## config.mk

```make
export PLATFORM = sky130hd
export DESIGN_NAME = simon_sequencer
export DESIGN_NICKNAME = d
export VERILOG_FILES = /design/src/rtl/simon_pkg.sv /design/src/rtl/simon_lfsr.sv /design/src/rtl/simon_sequencer.sv
export SDC_FILE = /design/constraint.sdc
export NUM_CORES = 1
export LEC_CHECK = 0
export BUFFER_PORTS_ARGS = -buffer_cell sky130_fd_sc_hd__buf_2
export CORE_ASPECT_RATIO = 1.2
export CORE_UTILIZATION = 40
export DETAILED_ROUTE_END_ITERATION = 8
export PLACE_DENSITY_LB_ADDON = 0.12
export SLEW_MARGIN = 20
export SYNTH_ARGS = -nofsm -noshare
export SYNTH_HDL_FRONTEND = slang
export SYNTH_SLANG_ARGS = --single-unit
```

## constraint.sdc

```tcl
create_clock -name clk -period 3.4 [get_ports clk]
set_input_delay 0.68 -clock clk [delete_from_list [all_inputs] [get_ports clk]]
set_output_delay 0.68 -clock clk [all_outputs]
set_load 0.05 [all_outputs]
```

## src/rtl/simon_pkg.sv

```systemverilog
// Shared types, constants and the LFSR-to-digit mapping for the Simon game controller.
package simon_pkg;

  typedef enum logic [2:0] {
    IDLE,
    GEN,
    SHOW,
    GAP,
    ENTER,
    WIN,
    LOSE
  } seqstate_t;

  // Feedback taps at bits 7, 5, 4 and 3 of the left-shifting LFSR.
  localparam logic [7:0] LFSR_TAPS         = 8'hB8;
  localparam logic [7:0] LFSR_SEED_DEFAULT = 8'h01;

  // Largest keycode that is a digit key; everything above is a non-digit key.
  localparam logic [4:0] DIGIT_MAX = 5'd9;

  // Fold the low nibble of the LFSR into a decimal digit (10..15 -> 2..7).
  function automatic logic [3:0] lfsr_digit(input logic [7:0] v);
    if (v[3:0] < 4'd10) begin
      return v[3:0];
    end
    return v[3:0] - 4'd8;
  endfunction

endpackage

```

## src/rtl/simon_lfsr.sv

```systemverilog
// 8-bit left-shifting Fibonacci LFSR; a zero seed is replaced by the default seed
// because the all-zero state would lock up.
module simon_lfsr
  import simon_pkg::*;
(
  input  logic       clk,
  input  logic       rst,
  input  logic       load,
  input  logic [7:0] seed,
  input  logic       step,
  output logic [7:0] value
);

  logic [7:0] value_q;
  logic [7:0] value_d;

  // Next value: load has priority over step, otherwise hold.
  always_comb begin
    value_d = value_q;
    if (load) begin
      value_d = (seed == 8'h00) ? LFSR_SEED_DEFAULT : seed;
    end else if (step) begin
      value_d = {value_q[6:0], ^(value_q & LFSR_TAPS)};
    end
  end

  // LFSR state register.
  always_ff @(posedge clk) begin
    if (rst) begin
      value_q <= LFSR_SEED_DEFAULT;
    end else begin
      value_q <= value_d;
    end
  end

  assign value = value_q;

endmodule

```

## src/rtl/simon_sequencer.sv

```systemverilog
// Simon game controller: grows a random digit sequence one level at a time, plays it
// back on the display and checks keypad entries against it.
module simon_sequencer
  import simon_pkg::*;
#(
  parameter int MAXLVL    = 8,
  parameter int SHOWTICKS = 2
) (
  input  logic       clk,
  input  logic       rst,
  input  logic       start,
  input  logic [7:0] seed,
  input  logic       strobe,
  input  logic [4:0] keycode,
  output logic [3:0] disp,
  output logic       disp_en,
  output logic [3:0] level,
  output logic       lvlmax,
  output logic       win,
  output logic       lose,
  output logic       busy
);

  localparam int IW = (MAXLVL > 1) ? $clog2(MAXLVL) : 1;
  localparam int TW = (SHOWTICKS > 1) ? $clog2(SHOWTICKS) : 1;
  localparam logic [3:0]    LVL_MAX   = 4'(MAXLVL);
  localparam logic [TW-1:0] TICK_LAST = TW'(SHOWTICKS - 1);

  seqstate_t     state_q, state_d;
  logic [3:0]    level_q, level_d;
  logic [3:0]    idx_q, idx_d;
  logic [TW-1:0] tick_q, tick_d;
  logic [3:0]    disp_q, disp_d;
  logic          disp_en_q, disp_en_d;
  logic          win_q, win_d;
  logic          lose_q, lose_d;
  logic          busy_q, busy_d;
  logic [3:0]    seq_q [MAXLVL];
  logic [3:0]    seq_d [MAXLVL];

  logic          lfsr_load;
  logic          lfsr_step;
  logic [7:0]    lfsr_val;
  logic [3:0]    gen_digit;
  logic [3:0]    idx_nxt;
  logic [IW-1:0] wr_ptr;
  logic [IW-1:0] rd_ptr;
  logic [IW-1:0] nxt_ptr;

  simon_lfsr u_lfsr (
    .clk   (clk),
    .rst   (rst),
    .load  (lfsr_load),
    .seed  (seed),
    .step  (lfsr_step),
    .value (lfsr_val)
  );

  assign gen_digit = lfsr_digit(lfsr_val);
  assign idx_nxt   = idx_q + 4'd1;
  assign wr_ptr    = IW'(level_q - 4'd1);
  assign rd_ptr    = idx_q[IW-1:0];
  assign nxt_ptr   = idx_nxt[IW-1:0];

  // Game flow: next-state and next-output computation for every registered signal.
  always_comb begin
    state_d   = state_q;
    level_d   = level_q;
    idx_d     = idx_q;
    tick_d    = tick_q;
    disp_d    = disp_q;
    disp_en_d = disp_en_q;
    win_d     = win_q;
    lose_d    = lose_q;
    seq_d     = seq_q;
    lfsr_load = 1'b0;
    lfsr_step = 1'b0;

    case (state_q)
      IDLE, WIN, LOSE: begin
        if (start) begin
          level_d   = 4'd1;
          idx_d     = 4'd0;
          win_d     = 1'b0;
          lose_d    = 1'b0;
          lfsr_load = 1'b1;
          state_d   = GEN;
        end
      end
      GEN: begin
        // The new digit is written this edge, so at level 1 it must be forwarded
        // straight to the display instead of read back from the array.
        seq_d[wr_ptr] = gen_digit;
        lfsr_step     = 1'b1;
        idx_d         = 4'd0;
        tick_d        = '0;
        disp_en_d     = 1'b1;
        disp_d        = (level_q == 4'd1) ? gen_digit : seq_q[0];
        state_d       = SHOW;
      end
      SHOW: begin
        if (tick_q == TICK_LAST) begin
          disp_en_d = 1'b0;
          state_d   = GAP;
        end else begin
          tick_d = tick_q + TW'(1);
        end
      end
      GAP: begin
        if (idx_nxt == level_q) begin
          idx_d   = 4'd0;
          state_d = ENTER;
        end else begin
          idx_d     = idx_nxt;
          tick_d    = '0;
          disp_en_d = 1'b1;
          disp_d    = seq_q[nxt_ptr];
          state_d   = SHOW;
        end
      end
      ENTER: begin
        if (strobe && (keycode <= DIGIT_MAX)) begin
          if (keycode[3:0] == seq_q[rd_ptr]) begin
            if (idx_q == level_q - 4'd1) begin
              if (level_q == LVL_MAX) begin
                win_d   = 1'b1;
                state_d = WIN;
              end else begin
                level_d = level_q + 4'd1;
                state_d = GEN;
              end
            end else begin
              idx_d = idx_nxt;
            end
          end else begin
            lose_d  = 1'b1;
            state_d = LOSE;
          end
        end
      end
      default: begin
        state_d = IDLE;
      end
    endcase

    busy_d = (state_d == GEN) || (state_d == SHOW) || (state_d == GAP);
  end

  // Control and output registers.
  always_ff @(posedge clk) begin
    if (rst) begin
      state_q   <= IDLE;
      level_q   <= 4'd0;
      idx_q     <= 4'd0;
      tick_q    <= '0;
      disp_q    <= 4'd0;
      disp_en_q <= 1'b0;
      win_q     <= 1'b0;
      lose_q    <= 1'b0;
      busy_q    <= 1'b0;
    end else begin
      state_q   <= state_d;
      level_q   <= level_d;
      idx_q     <= idx_d;
      tick_q    <= tick_d;
      disp_q    <= disp_d;
      disp_en_q <= disp_en_d;
      win_q     <= win_d;
      lose_q    <= lose_d;
      busy_q    <= busy_d;
    end
  end

  // Sequence storage; only ever read at indices already written this game.
  always_ff @(posedge clk) begin
    seq_q <= seq_d;
  end

  assign disp    = disp_q;
  assign disp_en = disp_en_q;
  assign level   = level_q;
  assign lvlmax  = (level_q == LVL_MAX);
  assign win     = win_q;
  assign lose    = lose_q;
  assign busy    = busy_q;

endmodule

```

==> metrics.log, run 1 <==
INFO  metric first_global_vias = 2382
INFO  metric syn-instance-count = 298
INFO  metric drt-vias-per-instance = 5.386
INFO  metric seq_area_frac_synth = 0.4525
INFO  metric finalWeightedCongestion = 0.8223
INFO  metric worst-setup-path-type = flip-flop to flip-flop
INFO  metric hold_class = flip-flop to flip-flop
INFO  metric power.net_switching = 645.8 uW
INFO  metric yosys.area.top_type_share = 0.2858
INFO  metric cts_tree = done
INFO  metric die_area = 0.008777 sq mm
INFO  metric portBuffers = 29
INFO  metric initialDrtViolationCount = 119
INFO  metric worst_hold_path.endpoint = win
INFO  metric period_share = 0.8099
INFO  metric main_synth_ff_type = edfxtp_1
INFO  metric critical_path.reg2reg.startpoint = idx_q[1]
INFO  metric result_of_the_run = finished clean
INFO  metric power.combinational.fraction = 0.241
INFO  metric netlist_area = 0.003362 sq mm
INFO  metric max_freq = ~360 MHz
INFO  metric clock-root-buffer = clkbuf_8
INFO  metric global_route.overflow_total = 0
INFO  metric synth.area.top_cells = edfxtp_1 (29%), dfxtp_1 (17%), mux2i_1 (8.9%)
INFO  metric fraction_of_power_spent_switching_nets = 0.3200
INFO  metric min_from = win
INFO  metric clock_power_share = 0.301
INFO  metric ir_worst_vdd = ~160 uV
INFO  metric whs_path_depth = 1
INFO  metric hold_violations = 0
INFO  metric initial_core_utilization = 0.4124
INFO  metric finalCoreUtilization = 0.4639
INFO  metric clock-skew-final = around 0.0075 ns
INFO  metric p_seq_frac = 0.458
INFO  metric fin_ws = around 0.65 ns
INFO  metric detail_route.wl_per_cell = 17.25 um
INFO  metric maximum_number_of_pins_on_one_net_before_global_route_repair = 24
INFO  metric synth-async-reset-ratio = 0
INFO  metric reg2regPathDepth = 7
INFO  metric clock_sinks = 60
INFO  metric avgSynthCellArea = approximately 11 sq um
INFO  metric cts_resized = 0
INFO  metric start_kind = flip-flop
INFO  metric inserted_clock_buffers = 9
INFO  metric r2r_setup_slack = roughly 0.65 ns
INFO  metric p_leak = between 1 and 1.5 nW
INFO  metric finalWirelength = slightly below 8000 um
INFO  metric vias = 2402
INFO  metric final_design_area_no_fill = 0.003782 sq mm
INFO  metric clk_transition_reported_paths = 0.07 ns
INFO  metric design.core.area = 0.008153 sq mm
INFO  metric setup-tns-final = 0 ns
INFO  metric maxSlewViolCount = 0
INFO  metric cap_viol_max_count = 0
INFO  metric synth_edf_count = 32
INFO  metric final.min_clock_period = 2.754 ns
INFO  metric hpwl = about 5700 um
INFO  metric timing.critical_path.fanout_max = 14
INFO  metric worst_setup_path_end_kind = flip-flop
INFO  metric hold_buffers = 0
INFO  metric core.rowCount = 36
INFO  metric postSynthNetCount = 319
INFO  metric yosys_warnings = 0
INFO  metric area_delta_synth_final = 12.50%
INFO  metric dieWidth = 85.69 um
INFO  metric fin_nets = 349
INFO  metric io-pin-count = 30
INFO  metric count_of_antenna_diodes_in_the_layout = 0
INFO  metric antenna_violating_nets_post_route = 0
INFO  metric layout-drive-gt1-share = 0.2319
INFO  metric antenna_violations_before_repair = 0
INFO  metric wire_length_of_the_first_global_routing_pass = 12520 um
INFO  metric clkLatencyLatePin = 0.34 ns
INFO  metric drcViolationCount = 0
INFO  metric detailedPlace.worstSlack = 0.6698 ns
INFO  metric cellInternalPower = 1.372 mW
INFO  metric max-slew-margin-rel = 0.4849
INFO  metric cts_htree_levels = 3
INFO  metric worst-endpoint-required = 3.61 ns
INFO  metric cts-root-to-sink-buffers = 2
INFO  metric timing.critical_path.arrival = 2.97 ns
INFO  metric netlist-cell-type-count = 51
INFO  metric timing.final.setup_violations = 0
INFO  metric rsz0062_at_grt = no
INFO  metric worst-slew-pin-transition = roughly 0.77 ns
INFO  metric chipHeight = 102.4 um
INFO  metric pwr_density_cell = 533.6 mW/mm^2
INFO  metric postSynthRegisterBits = 60
INFO  metric cts_setup_buffers = 0
INFO  metric globalRouteTotalUtil = 0.1936
INFO  metric first_pass_iters = 4
INFO  metric reg_to_reg_end = busy
INFO  metric place_area = 0.003601 sq mm
INFO  metric synth_area_leader_cell = edfxtp_1
## power groups by stage
stage,Combinational [mW],Sequential (mW),Clock (mW)
after floorplan,0.345,0.952,0
after global placement,0.483,0.941,0
after detailed placement,0.486,0.942,0
after CTS,0.489,0.926,0.623
after global routing,0.536,0.939,0.659
final,0.486,0.925,0.607
## critical path, cell delays in order, from the launching register on
cell and delay [ns]:
dfxtp_1 0.76, ha_1 0.57, xnor2_1 0.23, nand2_1 0.09, o311ai_1 0.52, nand2_1 0.09, a21oi_1 0.22, a311oi_2 0.13
## layer usage
layer	GRT usage	wire length, um
met1	0.2394	3398
met4	0.07949	153
met2	0.3298	3921
met5	0	0
met3	0.04200	220
## synthesized netlist by cell type (all sizes together), types with 3 or more instances
| cell | instances |
|---|---|
| a211oi | 11 |
| a21boi | 3 |
| a21oi | 18 |
| buf | 10 |
| clkbuf | 8 |
| dfxtp | 28 |
| edfxtp | 32 |
| ha | 4 |
| inv | 8 |
| mux2i | 30 |
| mux4 | 12 |
| nand2 | 15 |
| nand3 | 4 |
| nand3b | 3 |
| nor2 | 29 |
| nor2b | 9 |
| nor3 | 12 |
| nor3b | 3 |
| nor4 | 3 |
| o21ai | 5 |
| o311ai | 3 |
| o31ai | 3 |
| or2 | 3 |
| or4 | 3 |
| xnor2 | 8 |
| xor2 | 11 |
## area by class of cell
type,count,area (sq um)
clock buffers,10,127.6
clock inverters,5,53.80
fillers,783,4370
inverters,8,30.03
multi-input cells,212,1702
flip-flops and latches,60,1521
well taps,114,142.6
repair buffers,37,205.2
## through the flow
| step | power [mW] | cells | hold slack (ns) |
|---|---|---|---|
| after floorplan | 1.296 | 298 | 0.4602 |
| after global placement | 1.425 | 431 | 0.4488 |
| after detailed placement | 1.429 | 431 | 0.4526 |
| after CTS | 2.038 | 446 | 0.4680 |
| after global routing | 2.134 | 446 | 0.4839 |
| final | 2.018 | 446 | 0.4608 |
## placed cells by master (no fill, tap or decap), types with 2 or more instances in the layout
cell	netlist	layout
a211oi_1	11	11
a21boi_1	3	3
a21oi_1	18	18
a22oi_1	2	2
buf_2	5	29
buf_4	0	8
clkbuf_8	0	9
clkinvlp_4	0	2
dfxtp_1	28	28
edfxtp_1	32	32
ha_1	4	4
inv_1	8	8
mux2i_1	30	30
mux4_2	12	12
nand2_1	15	15
nand3_1	4	4
nand3b_1	3	3
nor2_1	29	29
nor2b_1	9	9
nor3_1	10	10
nor3_2	2	2
nor3b_1	2	2
nor4_1	3	3
o21a_1	2	2
o21ai_0	5	5
o311ai_1	3	3
o31ai_1	3	3
or2_2	3	3
or3_1	2	2
or4_1	3	3
xnor2_1	7	7
xor2_1	8	8
xor2_2	3	3
## sequential cells by signal (all words and copies together), names as in the netlist
| name | count |
|---|---|
| busy | 1 |
| u_lfsr.value | 8 |
| tick_q | 1 |
| disp_en | 1 |
| state_q | 3 |
| lose | 1 |
| disp | 4 |
| seq_q | 32 |
| idx_q | 4 |
| win | 1 |
| level | 4 |
## kinds of logic (layout without fill, tap and decap cells)
kind of cell             Yosys count  in the layout  synth area share
AO/OA/AOI/OAI                     59             59            0.1303
flip-flops                        60             60            0.4525
multiplexers                      42             42            0.1697
adder cells (fa/ha/maj)            4              4           0.01489
XOR/XNOR                          19             19           0.05843
buffers and inverters             26             60           0.04131
AND/OR/NAND/NOR                   88             88            0.1329
## worst max-delay path by stage
stage	start	endpoint	slack, ns	cells past startpoint
after global placement	idx_q[1]	busy	0.70	7
after CTS	idx_q[0]	level[3]	0.65	8
after floorplan	level[0]	level[3]	0.50	10
after detailed placement	idx_q[1]	busy	0.67	7
final	idx_q[1]	busy	0.65	7
after global routing	idx_q[1]	disp[2]	0.39	7
(Power assumes the default switching activity.)
==> inputs of run 2 (changes only) <==
--- a/config.mk
+++ b/config.mk
@@ -5,6 +5,7 @@
 export SDC_FILE = /design/constraint.sdc
 export NUM_CORES = 1
 export LEC_CHECK = 0
+export ABC_AREA = 1
 export BUFFER_PORTS_ARGS = -buffer_cell sky130_fd_sc_hd__buf_2
 export CORE_ASPECT_RATIO = 1.2
 export CORE_UTILIZATION = 40
==> constraint.sdc (replaced) <==
create_clock -name clk -period 2.6 [get_ports clk]
set_input_delay 0.52 -clock clk [delete_from_list [all_inputs] [get_ports clk]]
set_output_delay 0.52 -clock clk [all_outputs]
set_load 0.05 [all_outputs]
==> run 2 against run 1 <==
Non-clock buffer count rose by 2. Sequential power increased by 34%. Via count increased by 31%. Wire length is 16% higher. Final cell count increased by 40%. Sequential cell count did not move. Synthesized cell count is 57% higher. Hold slack got worse by 0.013 ns. Largest power group is now combinational cells.
==> metrics.log, run 2 <==
INFO  metric largest_register_ffs = 32
INFO  metric final.min_clock_period = 2.242 ns
INFO  metric die_area = 0.009154 sq mm
INFO  metric clkLatencyLatePin = about 0.36 ns
INFO  metric timing.critical_path.fanout_max = 14
INFO  metric synth_edf_count = 32
INFO  metric yosys_warnings = 0
INFO  metric count_of_antenna_diodes_in_the_layout = 0
INFO  metric chipHeight = between 100 and 150 um
INFO  metric hold_buffers = 0
INFO  metric initial_core_utilization = 0.4098
INFO  metric portBuffers = 29
INFO  metric synth_area_leader_cell = edfxtp_1
INFO  metric globalRouteTotalUtil = 0.2169
INFO  metric syn-instance-count = 469
INFO  metric layout-drive-gt1-share = 0.1321
INFO  metric avgSynthCellArea = ~7.5 sq um
INFO  metric setup-tns-final = 0 ns
INFO  metric seq_area_frac_synth = 0.4335
INFO  metric max-slew-margin-rel = 0.6403
INFO  metric postSynthNetCount = 490
INFO  metric clock-skew-final = ~0.012 ns
INFO  metric cts_resized = 0
INFO  metric postSynthRegisterBits = 60
INFO  metric worst-endpoint-required = 2.89 ns
INFO  metric worst-setup-path-type = flip-flop to flip-flop
INFO  metric cts_tree = done
INFO  metric inserted_clock_buffers = 9
INFO  metric ir_worst_vdd = 474.3 uV
INFO  metric netlist-cell-type-count = 37
INFO  metric vias = 3136
INFO  metric finalCoreUtilization = 0.4596
INFO  metric area_delta_synth_final = 12.16%
INFO  metric cts_setup_buffers = 0
INFO  metric detail_route.wl_per_cell = 14.36 um
INFO  metric core.rowCount = 37
INFO  metric hold_violations = 0
INFO  metric critical_path.most_common_cell = nand2_1
INFO  metric pwr_density_cell = 859.0 mW/mm^2
INFO  metric worst-slew-pin-transition = around 0.54 ns
INFO  metric synth.area.top_cells = edfxtp_1 (27%), dfxtp_1 (16%), nand2_1 (14%)
INFO  metric synth.cells.most_frequent = nand2_1 (132), inv_1 (59), nand3_1 (37)
INFO  metric finalWeightedCongestion = 0.9221
INFO  metric timing.critical_path.cells = inv_2 > nand3_1 > nand3_1 > nand3_1 > nand2_1 > nor2_2 > nand2_1 > nand2_2 > nand3_2 > nand2_1 > nand2_1 > nor2_1
INFO  metric yosys.area.top_type_share = 0.2738
INFO  metric io-pin-count = 30
INFO  metric maximum_number_of_pins_on_one_net_before_global_route_repair = 29
INFO  metric first_pass_iters = 5
INFO  metric p_total = 3.381 mW
INFO  metric rsz0062_at_grt = no
INFO  metric antenna_violations_before_repair = 0
INFO  metric most-common-layout-cells = nand2_1 (132), inv_1 (59), nand3_1 (37)
INFO  metric start_kind = flip-flop
INFO  metric crit_path_top_delay_cell = dfxtp_1
INFO  metric synth-async-reset-ratio = 0
INFO  metric main_synth_ff_type = edfxtp_1
INFO  metric initialDrtViolationCount = 168
INFO  metric maxSlewViolCount = 0
INFO  metric clk_transition_reported_paths = 0.08 ns
INFO  metric worst_setup_path_end_kind = flip-flop
INFO  metric yosysMostFrequentCell = nand2_1
INFO  metric fin_nets = 523
INFO  metric timing.critical_path.arrival = 2.54 ns
INFO  metric cts-root-to-sink-buffers = 2
INFO  metric design.core.area = 0.008564 sq mm
INFO  metric max_flop_register = seq_q
INFO  metric cts_htree_levels = 3
INFO  metric drcViolationCount = 0
INFO  metric most_common_cell_after_layout_fill_and_taps_aside = nand2_1
INFO  metric first_global_vias = 2952
INFO  metric critical_path.max_stage_delay = 0.61 ns
INFO  metric drt-vias-per-instance = 5.026
INFO  metric max_freq = between 400 and 500 MHz
INFO  metric cap_viol_max_count = 0
INFO  metric dieWidth = 87.51 um
INFO  metric result_of_the_run = finished clean
INFO  metric finalWirelength = 8960 um
INFO  metric hpwl = around 6700 um
INFO  metric timing.final.setup_violations = 0
INFO  metric clock-root-buffer = clkbuf_8
INFO  metric global_route.overflow_total = 0
INFO  metric clock_sinks = 60
INFO  metric p_leak = 1.778 nW
INFO  metric hold_class = flip-flop to flip-flop
INFO  metric period_share = 0.8623
INFO  metric netlist_area = 0.003510 sq mm
INFO  metric antenna_violating_nets_post_route = 0
INFO  metric wire_length_of_the_first_global_routing_pass = 14800 um
## run 2: cell types whose count changed in the layout (fill, tap and decap cells not counted), moves of 7 or more
cell	delta
nor2_1	+7
nor3_1	-8
mux2i_1	-30
o21ai_0	+27
nand2_1	+117
nand3_1	+33
a211oi_1	-11
inv_1	+51
mux4_2	-12
nor2b_1	-9
a31oi_1	+10
a21oi_1	+14
## run 2: cells by family after synthesis
group / share of synthesized area
AO/OA/AOI/OAI: 0.1294
XOR/XNOR: 0.03993
adder cells (fa/ha/maj): 0.01426
buffers and inverters: 0.1055
flip-flops: 0.4335
AND/OR/NAND/NOR: 0.2774
## run 2: through the flow
stage	instance area [sq um]	hold slack, ns	cells	setup slack [ns]
after detailed placement	3751	0.4430	608	0.4052
after CTS	3936	0.4305	624	0.3788
final	3936	0.4478	624	0.3580
after global routing	3936	0.4418	624	0.1242
after floorplan	3515	0.4531	469	0.2459
after global placement	3751	0.4362	608	0.4220
## run 2: worst paths after layout
check / from / depth (start not counted) / slack, ns / to
setup / recovery: idx_q[1] / 12 / 0.36 / idx_q[0]
hold / removal: lose / 2 / 0.45 / lose
setup reg to reg: idx_q[1] / 12 / 0.36 / idx_q[0]
hold reg to reg: lose / 2 / 0.45 / lose
## run 2: power breakdown
group          internal, mW  switching [mW]  total [mW]  leakage, nW
combinational         0.439           0.918        1.36         1.17
clock                 0.377           0.410       0.787       0.0815
sequential             1.13           0.106        1.24        0.522
## run 2: critical path: cells and delay by family, from the launching register on
kind	cells	cell delay (ns)
flops	1	0.61
simple gates	11	1.38
buf+inv	1	0.21
## run 2: final cells by class
class,count,area (sq um)
repair buffers,39,220.2
multi-input cells,328,1623
inverters,64,240.2
flip-flops and latches,60,1521
clock buffers,10,137.6
clock inverters,6,47.55
fillers,864,4628
well taps,117,146.4
## run 2: layer usage
metal	up-vias	track usage	part of all wire	routed length (um)
met4	0	0.1030	0.031	279
li1	1603	-	-	-
met5	-	0	0	0
met2	59	0.3393	0.48	4271
met3	22	0.04660	0.035	316
met1	1452	0.2823	0.46	4092
